$ cat config.mk
export PLATFORM = sky130hd
export DESIGN_NAME = axi4_lite_master
export DESIGN_NICKNAME = d
export VERILOG_FILES = /design/src/rtl/axi4_lite_master.sv
export SDC_FILE = /design/constraint.sdc
export NUM_CORES = 1
export LEC_CHECK = 0
export BUFFER_PORTS_ARGS = -buffer_cell sky130_fd_sc_hd__buf_2
export CORE_MARGIN = 3
export CORE_UTILIZATION = 35
export CTS_BUF_LIST = sky130_fd_sc_hd__clkbuf_8
export DETAILED_ROUTE_END_ITERATION = 10
export MAX_ROUTING_LAYER = met4
export PLACE_DENSITY_LB_ADDON = 0.2
export SYNTH_ARGS = -nofsm -noshare
export SYNTH_HDL_FRONTEND = slang
export SYNTH_SLANG_ARGS = --single-unit
$ cat constraint.sdc
create_clock -name clk -period 2 [get_ports clk]
set_input_delay 0.4 -clock clk [delete_from_list [all_inputs] [get_ports clk]]
set_output_delay 0.4 -clock clk [all_outputs]
set_load 0.005 [all_outputs]
$ cat src/rtl/axi4_lite_master.sv
// Single-outstanding AXI4-Lite initiator: turns one DMA read/write command into one
// AXI4-Lite transaction, with a per-phase wait limit that completes with an error flag.
module axi4_lite_master #(
    parameter int ADDR_W  = 32,
    parameter int DATA_W  = 32,
    parameter int TIMEOUT = 256
) (
    input  logic              clk,
    input  logic              reset,
    input  logic              cmd_valid,
    output logic              cmd_ready,
    input  logic              cmd_write,
    input  logic [ADDR_W-1:0] cmd_addr,
    input  logic [DATA_W-1:0] cmd_wdata,
    output logic              rsp_valid,
    output logic [DATA_W-1:0] rsp_rdata,
    output logic              rsp_err,
    output logic [ADDR_W-1:0] AWADDR,
    output logic              AWVALID,
    input  logic              AWREADY,
    output logic [DATA_W-1:0] WDATA,
    output logic              WVALID,
    input  logic              WREADY,
    input  logic              BVALID,
    output logic              BREADY,
    output logic [ADDR_W-1:0] ARADDR,
    output logic              ARVALID,
    input  logic              ARREADY,
    input  logic [DATA_W-1:0] RDATA,
    input  logic              RVALID,
    output logic              RREADY
);

    localparam int CNT_W = (TIMEOUT > 1) ? $clog2(TIMEOUT) : 1;
    localparam logic [CNT_W-1:0] TMO_LAST = CNT_W'((TIMEOUT > 0) ? TIMEOUT - 1 : 0);
    localparam logic TMO_EN = (TIMEOUT != 0);

    typedef enum logic [2:0] {
        IDLE    = 3'd0,
        WR_ADDR = 3'd1,
        WR_DATA = 3'd2,
        WR_RESP = 3'd3,
        RD_ADDR = 3'd4,
        RD_DATA = 3'd5,
        DONE    = 3'd6
    } state_t;

    state_t            state_q, state_d;
    logic [CNT_W-1:0]  timer_q, timer_d;
    logic              err_d;
    logic              tmo_s;
    logic              acc_s;
    logic              rcap_s;

    logic              cmd_ready_q;
    logic              awvalid_q, wvalid_q, bready_q, arvalid_q, rready_q;
    logic              rsp_valid_q, rsp_err_q;
    logic [DATA_W-1:0] rdata_q;
    logic [ADDR_W-1:0] awaddr_q, araddr_q;
    logic [DATA_W-1:0] wdata_q;

    assign tmo_s  = TMO_EN && (timer_q == TMO_LAST);
    assign acc_s  = (state_q == IDLE) && cmd_valid && cmd_ready_q;
    assign rcap_s = (state_q == RD_DATA) && RVALID;

    // Next-state logic; a handshake always takes priority over an expiring timer.
    always_comb begin
        state_d = state_q;
        err_d   = 1'b0;
        case (state_q)
            IDLE: begin
                if (acc_s) begin
                    state_d = cmd_write ? WR_ADDR : RD_ADDR;
                end else begin
                    state_d = IDLE;
                end
            end
            WR_ADDR: begin
                if (AWREADY) begin
                    state_d = WR_DATA;
                end else if (tmo_s) begin
                    state_d = DONE;
                    err_d   = 1'b1;
                end else begin
                    state_d = WR_ADDR;
                end
            end
            WR_DATA: begin
                if (WREADY) begin
                    state_d = WR_RESP;
                end else if (tmo_s) begin
                    state_d = DONE;
                    err_d   = 1'b1;
                end else begin
                    state_d = WR_DATA;
                end
            end
            WR_RESP: begin
                if (BVALID) begin
                    state_d = DONE;
                end else if (tmo_s) begin
                    state_d = DONE;
                    err_d   = 1'b1;
                end else begin
                    state_d = WR_RESP;
                end
            end
            RD_ADDR: begin
                if (ARREADY) begin
                    state_d = RD_DATA;
                end else if (tmo_s) begin
                    state_d = DONE;
                    err_d   = 1'b1;
                end else begin
                    state_d = RD_ADDR;
                end
            end
            RD_DATA: begin
                if (RVALID) begin
                    state_d = DONE;
                end else if (tmo_s) begin
                    state_d = DONE;
                    err_d   = 1'b1;
                end else begin
                    state_d = RD_DATA;
                end
            end
            DONE:    state_d = IDLE;
            default: state_d = IDLE;
        endcase
    end

    // Phase wait counter: restarts on every state change, idle outside bus phases.
    always_comb begin
        timer_d = timer_q;
        if ((state_d != state_q) || (state_q == IDLE) || (state_q == DONE)) begin
            timer_d = '0;
        end else begin
            timer_d = timer_q + CNT_W'(1);
        end
    end

    // State, handshake flags decoded from the next state, and latched command/response data.
    always_ff @(posedge clk or negedge reset) begin
        if (!reset) begin
            state_q     <= IDLE;
            timer_q     <= '0;
            cmd_ready_q <= 1'b0;
            awvalid_q   <= 1'b0;
            wvalid_q    <= 1'b0;
            bready_q    <= 1'b0;
            arvalid_q   <= 1'b0;
            rready_q    <= 1'b0;
            rsp_valid_q <= 1'b0;
            rsp_err_q   <= 1'b0;
            rdata_q     <= '0;
            awaddr_q    <= '0;
            araddr_q    <= '0;
            wdata_q     <= '0;
        end else begin
            state_q     <= state_d;
            timer_q     <= timer_d;
            cmd_ready_q <= (state_d == IDLE);
            awvalid_q   <= (state_d == WR_ADDR);
            wvalid_q    <= (state_d == WR_DATA);
            bready_q    <= (state_d == WR_RESP);
            arvalid_q   <= (state_d == RD_ADDR);
            rready_q    <= (state_d == RD_DATA);
            rsp_valid_q <= (state_d == DONE);
            rsp_err_q   <= (state_d == DONE) && err_d;
            if (rcap_s) begin
                rdata_q <= RDATA;
            end
            if (acc_s && cmd_write) begin
                awaddr_q <= cmd_addr;
                wdata_q  <= cmd_wdata;
            end
            if (acc_s && !cmd_write) begin
                araddr_q <= cmd_addr;
            end
        end
    end

    assign cmd_ready = cmd_ready_q;
    assign AWVALID   = awvalid_q;
    assign WVALID    = wvalid_q;
    assign BREADY    = bready_q;
    assign ARVALID   = arvalid_q;
    assign RREADY    = rready_q;
    assign rsp_valid = rsp_valid_q;
    assign rsp_err   = rsp_err_q;
    assign rsp_rdata = rdata_q;
    assign AWADDR    = awaddr_q;
    assign ARADDR    = araddr_q;
    assign WDATA     = wdata_q;

endmodule

-- After elaboration in Yosys (flattened, before gate mapping)
Index checks and enable logic that the tools add are counted.
- register bits: 147
- bits of input ports: 105
- output and inout bits: 136
- muxes and demuxes: 21
- equal/unequal tests: 14
- add/sub/neg operators: 1
- reduce and logical (&&, ||, !) cells: 11
- operators with widths (cell ; count):
    3-bit 2-to-1 mux ; 8
    3-bit equality test, second input constant ; 6
    3-bit case mux with 6 select lines ; 1
    3-bit by 2-bit equality test with 1-bit output, second input constant ; 4
    8-bit by 1-bit adder with 8-bit output, second input constant ; 1
    8-bit equality test, second input constant ; 1
    2-bit 2-to-1 mux ; 4
    8-bit 2-to-1 mux ; 1
    3-bit by 1-bit equality test with 1-bit output, second input constant ; 2
    1-bit logical AND ; 6
    3-bit logical NOT ; 2
    1-bit 2-to-1 mux ; 6
    1-bit case mux with 5 select lines ; 1
    3-bit inequality test ; 1
    1-bit logical OR ; 2
    1-bit logical NOT ; 1

-- Depth between registers and ports, before layout
Gate-level depths: netlist of the first run.
- depth in word-level cells: 9
- mapped depth: 6

-- Least setup slack after synthesis of the first run
No wires, ideal clock.
- path kind: reg2reg
- start point: register state_q[0]
- end point: register araddr_q[10], in the netlist ARADDR[10]
- library setup time: 125 ps
- period minus slack after synthesis: 1710 ps
- data arrival time: 1585 ps
- data required time: 1875 ps
- setup slack: 290 ps
- stages on the path, launching flop included: 6
- cells stage by stage: dfrtp_1 buf_6 or4b_1 buf_6 buf_12 mux2_4
- longest elaborated chain between the ends: 4
- RTL lines (what ; line ; text):
    start: declaration ; 48 ; state_t state_q, state_d;
    start signal: assignment ; 161 ; state_q <= state_d;
    3-bit logical NOT ; 63 ; assign acc_s = (state_q == IDLE) && cmd_valid && cmd_ready_q;
    1-bit logical AND (2 in series) ; 63 ;
    1-bit logical AND ; 178 ; if (acc_s && !cmd_write) begin
    end signal: assignment ; 179 ; araddr_q <= cmd_addr;
    end: declaration ; 59 ; logic [ADDR_W-1:0] awaddr_q, araddr_q;
Every way passes these cells.
A chain may end at the register's enable or synchronous reset.

-- Final worst setup path of the first run
- start point: register state_q[2]
- end point: register araddr_q[10], in the netlist ARADDR[10]
The elaborated chain is that of the path after synthesis.

==> out/metrics.csv, run 1 <==
metric,value,unit
Yosys cell types,36,
min cycle time layout,1840,ps
Post-synth EDFFs,0,
Yosys warning count,0,
core area,0.0161,mm^2
DP Area,0.00730,mm^2
CTS H-Tree Depth,4,
Rel. slew slack,53.2,%
period utilisation layout,92.0,%
Post-Syn Area per Cell,16.1,um^2
Area growth syn-to-layout,32.6,%
worst-path cell chain,"nor2_1, or4b_2, buf_12, mux2_4",
vias in the first global route,4060,
# diodes,0,
top_reg_cell synth,dfrtp_1,
Vias/cell,4.58,
Row Count,46,
final cell count without fillers,842,
DR iter-0 viols,133,
number of buffers created by CTS,17,
synthesized area,0.00584,mm^2
GP Congestion,0.846,
# DRC,0,
die height,135,um
RSZ-0062 raised after global routing,no,
layout cells sized above 1,66.3,%
Final Core Density,48.1,%
"Design Area, Final",0.00775,mm^2
status,completed,
TNS Setup,0,ps
Worst Tran Pin Value,702,ps
Die W,135,um
PwrDens,1500,mW/mm^2
Worst-path clk slew,80,ps
Top-Level Pins,241,
GRT met3 Usage,5.20,%
Avg WL per Cell,15.8,um
Synth area leaders,"dfrtp_1, mux2_2, mux2_4",
ys async rst share,100,%
Critical Path Slowest Stage Cell,or4b_2,
"Req. time, crit path",2310,ps
Total Routing Usage GR,14.8,%
VDD IR max,0.522,mV
syn_nets,468,
crit path DAT,2150,ps
Startpoint Class,register,
CTS Root Buffer Type,clkbuf_8,
first-pass GRT wire length,20700,um
nets,719,
top cell type by total area after synthesis,dfrtp_1,
Tot Pwr,11600,uW
Post-CTS Resized,0,
number of synthesized register bits,147,
"slowest stage delay, CP",640,ps
Setup Skew,8.04,ps
Cells after Synth,362,
final setup fails,0,
Pleak,0.00396,uW
sequential fraction of the synthesis area,63.0,%
routed wire length,13300,um
met2 Resource Use GR,23.4,%
fmax,543,MHz
largest net degree at the start of global routing,73,
Clock Tree Buf Depth,2,
CP max FO,32,
final antenna-violating net count,0,
CTS sink count,147,
Max-Cap Viols,0,
Hold Fails Final Rpt,0,
crit path kind,register to register,
GR Layer Usage met1,18.1,%
DP Cell Count,809,
Crit. End Element,register,
GRT Residual Overflow,0,
Initial DRT Pass Iterations,6,
clk_lat worst skew,430,ps
Post-DP HPWL,9700,um
CTS tree,yes,
# port buffers,240,
Final Slew Violations,0,
initial antenna violation count,0,
Synth top area share,63.0,%
die area,0.0183,mm^2
HP Class,primary input to register,
via count,3855,
Starting Density,36.2,%
GRT busiest layer,met2,
==> final timing paths <==
check,start,endpoint,slack (ps),cells after the start
worst max-delay path,state_q[2],ARADDR[10],160,4
worst min-delay path,RDATA[17],rsp_rdata[17],200,2
worst max register to register,state_q[2],ARADDR[10],160,4
worst min register to register,timer_q[0],timer_q[0],460,1
max in group asynchronous,reset,rsp_rdata[20],1120,3
min in group asynchronous,reset,ARADDR[12],310,2
==> timing repair <==
item	CTS	global route
endpoints found under the hold margin	91	0
buffers inserted	0	0
hold buffers	1	0
==> placed cells by master (no fill, tap or decap), types with 2 or more instances in the layout <==
cell type and instances:
o22ai_1 2, xnor2_1 4, nand3b_1 3, dfrtp_1 147, clkinvlp_4 3, a21oi_1 4, nand2_1 3, mux2_2 100
buf_4 4, nand3_1 3, clkinv_2 2, buf_12 5, buf_2 239, nand2b_1 4, a2bb2oi_1 2, xor2_1 2
mux2_4 30, clkbuf_8 18, and3_1 4, nor2_1 12, nor3b_1 2, inv_1 5, bufinv_16 4, a22oi_1 2
inv_6 2, nor3_1 2
==> through the flow <==
step,setup slack (ps),hold WS (ps)
2_1_floorplan,290,104
3_3_place_gp,106,194
3_5_place_dp,82.3,195
4_1_cts,163,151
5_1_grt,110,143
6_report,159,195
==> cell usage after synthesis (2+ instances only) <==
cell,n
o22ai_1,2
dfrtp_1,147
nand2b_1,4
mux2_2,100
xor2_1,2
mux2_4,30
a22oi_1,2
and3_1,4
buf_12,3
nand2_1,3
a2bb2oi_1,2
nand3b_1,3
inv_1,3
nor3_1,2
xnor2_1,4
nor2_1,12
nand3_1,3
buf_6,2
buf_2,13
a21oi_1,4
nor3b_1,2
==> power by group <==
group          internal (uW)  switching, uW  total (uW)
combinational           2440           1610        4050
sequential              4340            689        5030
clock                   1390           1130        2520
total                   8180           3420       11600
==> critical path, delay by kind of cell (launching register included) <==
| family | cells | cell delay [ps] |
|---|---|---|
| mux | 1 | 320 |
| buf+inv | 1 | 230 |
| simple gates | 2 | 760 |
| flops | 1 | 390 |
==> final cells by class <==
class                      instances  area, um^2
fill                            1492        8370
multi-input combinational        193        2000
timing repair buffer             250        1350
clock inverter                    14         186
inverter                           4        15.0
tap                              216         270
clock buffer                      18         248
sequential                       147        3680
==> state kept, by name (all words and copies together) (netlist names), 3 cells and up <==
register   cells
ARADDR        32
AWADDR        32
WDATA         32
rsp_rdata     32
state_q        3
timer_q        8
==> cells by family after synthesis <==
logic type | synth area share [%]
buffers and inverters | 2.78
AO/OA/AOI/OAI | 2.38
AND/OR/NAND/NOR | 3.75
multiplexers | 27.0
adder cells (fa/ha/maj) | 0.214
XOR/XNOR | 0.900
flip-flops | 63.0
==> per-layer routing <==
layer  wire (um)  vias up
met2        6460      159
met4          68        0
li1            -     1790
met5           0        -
met1        5760     1898
met3        1000        8
No activity file was read; power rests on OpenSTA's default activity.
==> run 2, diff against run 1 <==
--- a/config.mk
+++ b/config.mk
@@ -13,3 +13,2 @@
 export MAX_ROUTING_LAYER = met4
-export PLACE_DENSITY_LB_ADDON = 0.2
 export SYNTH_ARGS = -nofsm -noshare
==> constraint.sdc (replaced) <==
create_clock -name clk -period 2 [get_ports clk]
set_input_delay 0.2 -clock clk [delete_from_list [all_inputs] [get_ports clk]]
set_output_delay 0.2 -clock clk [all_outputs]
set_load 0.005 [all_outputs]
==> run 2 against run 1 <==
Effect of this change: non-clock buffer count rose by 98; critical path depth up 1; routed wire length grew 14%; combinational power rose by 6.9%; highest routed layer unchanged.
==> out/metrics.csv, run 2 (same netlist as run 1, synthesis figures left out) <==
metric,value,unit
status,completed,
Setup Skew,7.48,ps
VDD IR max,0.528,mV
"most common cell after layout, fill and taps aside",buf_2,
Avg WL per Cell,16.1,um
routed wire length,15200,um
final antenna-violating net count,0,
Worst Tran Pin Value,454,ps
fillers,1363,
pre-CTS WS,181,ps
layout cells sized above 1,58.0,%
HP Class,primary input to register,
Post-DP HPWL,10400,um
PwrDens,1350,mW/mm^2
CTS tree,yes,
die area,0.0183,mm^2
period utilisation layout,91.2,%
vias in the first global route,4634,
Final Worst Setup Slack,176,ps
total setup buffers inserted after CTS,0,
Startpoint Class,register,
"commonest non-fill, non-tap cells in the layout","buf_2, dfrtp_1, mux2_2",
final setup fails,0,
Pleak,0.00435,uW
die height,135,um
nets,817,
Hold Fails Final Rpt,0,
Tot Pwr,11800,uW
via count,4246,
CP max FO,6,
Area growth syn-to-layout,49.2,%
Die W,135,um
CTS H-Tree Depth,4,
GRT Residual Overflow,0,
DR iter-0 viols,179,
CTS sink count,147,
fmax,548,MHz
Rel. slew slack,69.7,%
Worst-path clk slew,80,ps
clk_lat worst skew,440,ps
# port buffers,240,
CTS Root Buffer Type,clkbuf_8,
Final Slew Violations,0,
Starting Density,36.2,%
first-pass GRT wire length,23600,um
TNS Setup,0,ps
DP Cell Count,811,
initial antenna violation count,0,
Max-Cap Viols,0,
core area,0.0161,mm^2
"Req. time, crit path",2340,ps
Clock Tree Buf Depth,2,
min cycle time layout,1820,ps
hold_ws,81.7,ps
crit path DAT,2170,ps
# DRC,0,
number of buffers created by CTS,17,
crit path kind,register to register,
largest net degree at the start of global routing,43,
GP Congestion,0.778,
Total Routing Usage GR,17.0,%
RSZ-0062 raised after global routing,no,
Top-Level Pins,241,
final cell count without fillers,941,
Row Count,46,
Vias/cell,4.51,
Initial DRT Pass Iterations,4,
Crit. End Element,register,
## run 2: cell types whose count changed in the layout (fill, tap and decap cells not counted), moves of 2 or more
cell | before | now
buf_4 | 4 | 6
clkinv_2 | 2 | 4
dlygate4sd3_1 | 1 | 97
inv_1 | 5 | 3
## run 2: final timing paths
kind / startpoint / to / slack, ps / cells past startpoint
worst max-delay path: timer_q[0] / WVALID / 180 / 5
worst min-delay path: WREADY / BREADY / 80 / 3
worst max register to register: timer_q[0] / WVALID / 180 / 5
worst min register to register: timer_q[0] / timer_q[0] / 470 / 1
max in group asynchronous: reset / WDATA[24] / 1170 / 3
min in group asynchronous: reset / ARADDR[21] / 250 / 2
## run 2: area by class of cell
type                            instances  area, um^2  share of cell area (%)
Antenna cell                            1        2.50                  0.0287
Clock buffer                           19         262                    3.00
Clock inverter                         13         158                    1.81
Inverter                                4        15.0                   0.172
Multi-Input combinational cell        193        2010                    23.0
Sequential cell                       147        3680                    42.2
Tap cell                              216         270                    3.10
Timing Repair Buffer                  348        2320                    26.7
## run 2: metrics by stage
stage                     cell area (um^2)  util, %
final                                 8720     54.1
after detailed placement              7320     45.4
after floorplan                       5840        -
after global routing                  8710     54.1
after global placement                7320     45.4
after CTS                             8710     54.0
## run 2: critical path, cell delays in order, from the launching register on
cell     delay (ps)
dfrtp_1         370
ha_1            190
and3_1          290
nand2_1         210
a311o_1         440
nor3b_1         240
## run 2: power breakdown
| group | total (uW) | leakage (uW) | internal, uW | switching [uW] |
|---|---|---|---|---|
| registers | 5010 | 0.00181 | 4340 | 670 |
| clock network | 2420 | 0.000204 | 1300 | 1120 |
| logic | 4330 | 0.00234 | 2580 | 1750 |
| total | 11800 | 0.00435 | 8220 | 3540 |
## run 2: metal layers
layer / routed length (um) / global-route usage (%) / vias to the layer above
met2: 7730 / 28.8 / 162
met5: 0 / - / -
met1: 6130 / 19.2 / 2087
met3: 1070 / 5.16 / 17
li1: - / - / 1980
met4: 243 / 5.88 / 0
## run 2: timing repair
item | 4_1_cts | 5_1_grt
setup endpoints to repair | 0 | 1
hold buffers | 97 | 0
endpoints found under the hold margin | 163 | 0
gates resized for setup | 0 | 1
==> run 3, diff against run 2 <==
SETUP_SLACK_MARGIN = 0.4   (was default)
SLEW_MARGIN = 20   (was default)
==> run 3 against run 2 <==
Effect of this change: via count up 5.2%; routed wire length up 15%; clock skew up 2.9 ps; sequential power up 2%; cell count up 2.9%; flip-flop and latch count unchanged; first-iteration DRC count down 7.8%; count of clock-buffer cells in the layout down 2; worst setup slack better by 110 ps; fmax up 6.6%; clock power down 8%; register-to-register slack better by 110 ps.
==> out/metrics.csv, run 3 (same netlist as run 1, synthesis figures left out) <==
metric,value,unit
status,completed,
period utilisation layout,85.6,%
PwrDens,1320,mW/mm^2
Worst-path clk slew,90,ps
GP Congestion,0.715,
RSZ-0062 raised after global routing,yes,
Starting Density,36.2,%
CTS H-Tree Depth,4,
final setup fails,0,
number of buffers created by CTS,17,
Final Core Density,59.2,%
# DRC,0,
Vias/cell,4.61,
Area growth syn-to-layout,63.3,%
Clock Tree Buf Depth,2,
Setup Skew,10.4,ps
Crit. End Element,register,
CTS tree,yes,
die height,135,um
core area,0.0161,mm^2
DR iter-0 viols,165,
Max-Cap Viols,0,
hold_ws,73.5,ps
Initial DRT Pass Iterations,4,
Startpoint Class,register,
crit path DAT,2030,ps
# port buffers,240,
final cell count without fillers,968,
Final Slew Violations,0,
fmax,584,MHz
Die W,135,um
Hold Fails Final Rpt,0,
crit path kind,register to register,
min cycle time layout,1710,ps
largest net degree at the start of global routing,54,
Rel. slew slack,68.4,%
routed wire length,17400,um
Post-DP HPWL,9950,um
die area,0.0183,mm^2
CTS sink count,147,
Top-Level Pins,241,
"most common cell after layout, fill and taps aside",buf_2,
GRT Residual Overflow,0,
DP Cell Count,809,
vias in the first global route,4792,
Worst Tran Pin Value,471,ps
final antenna-violating net count,0,
via count,4466,
CP max FO,8,
Avg WL per Cell,18.0,um
HP Class,primary input to register,
Total Routing Usage GR,18.2,%
layout cells sized above 1,60.9,%
Pleak,0.00477,uW
first-pass GRT wire length,25200,um
VDD IR max,0.585,mV
CTS Root Buffer Type,clkbuf_8,
clk_lat worst skew,440,ps
"Req. time, crit path",2320,ps
"commonest non-fill, non-tap cells in the layout","buf_2, dfrtp_1, dlygate4sd3_1",
initial antenna violation count,0,
nets,844,
Row Count,46,
TNS Setup,0,ps
==> run 3: cell types whose count changed in the layout (fill, tap and decap cells not counted), sizes merged <==
| cell | previous run | this run |
|---|---|---|
| bufinv | 3 | 1 |
| inv | 5 | 8 |
| buf | 251 | 274 |
| clkinvlp | 4 | 5 |
| clkbuf | 19 | 21 |
==> run 3: final timing paths <==
path / from / end / slack [ps] / depth (start not counted)
min in group asynchronous: reset / WDATA[27] / 250 / 2
max in group asynchronous: reset / ARADDR[26] / 1080 / 3
worst max register to register: state_q[1] / ARADDR[26] / 290 / 4
worst min-delay path: BVALID / BREADY / 70 / 3
worst max-delay path: state_q[1] / ARADDR[26] / 290 / 4
worst min register to register: rsp_rdata[23] / rsp_rdata[23] / 510 / 1
==> run 3: metal layers <==
metal  vias up  part of all wire [%]  GRT usage, %  wire [um]
li1       2042                     -             -          -
met3        29                   5.4          4.31        931
met5         -                     0             -          0
met1      2222                    43          22.1       7450
met4         0                   1.7          5.88        300
met2       173                    50          30.2       8710
==> run 3: cell type report <==
class                      count  area, um^2
sequential                   147        3680
fill                        1257        6580
clock inverter                15         149
antenna                        1        2.50
timing repair buffer         375        2880
clock buffer                  17         234
tap                          216         270
multi-input combinational    193        2300
inverter                       4        22.5
==> run 3: critical path: stages (launching register included) <==
cell and delay [ps]:
dfrtp_1 400, nor2_2 120, or4b_4 550, clkbuf_16 220
mux2_4 290
==> run 3: per-stage QoR <==
| step | setup slack (ps) | area (um^2) | power (uW) |
|---|---|---|---|
| after floorplan | 307 | 5860 | 7230 |
| after global placement | 190 | 7300 | 9100 |
| after detailed placement | 186 | 7300 | 9240 |
| after CTS | 276 | 9170 | 12100 |
| after global routing | 246 | 9540 | 13400 |
| final | 288 | 9540 | 12600 |
==> run 3: power by group <==
| group | total (uW) | switching [uW] | internal [uW] |
|---|---|---|---|
| logic | 5250 | 1950 | 3300 |
| registers | 5130 | 781 | 4350 |
| clock network | 2230 | 1230 | 1010 |
==> run 3: what timing repair did <==
action / in CTS / in global routing
resized for setup: 44 / 56
endpoints found under the setup margin: 140 / 141
pin swaps: 2 / 2
hold buffers: 97 / 0
gates cloned: 8 / 4
endpoints found under the hold margin: 172 / 0
setup buffers: 11 / 6
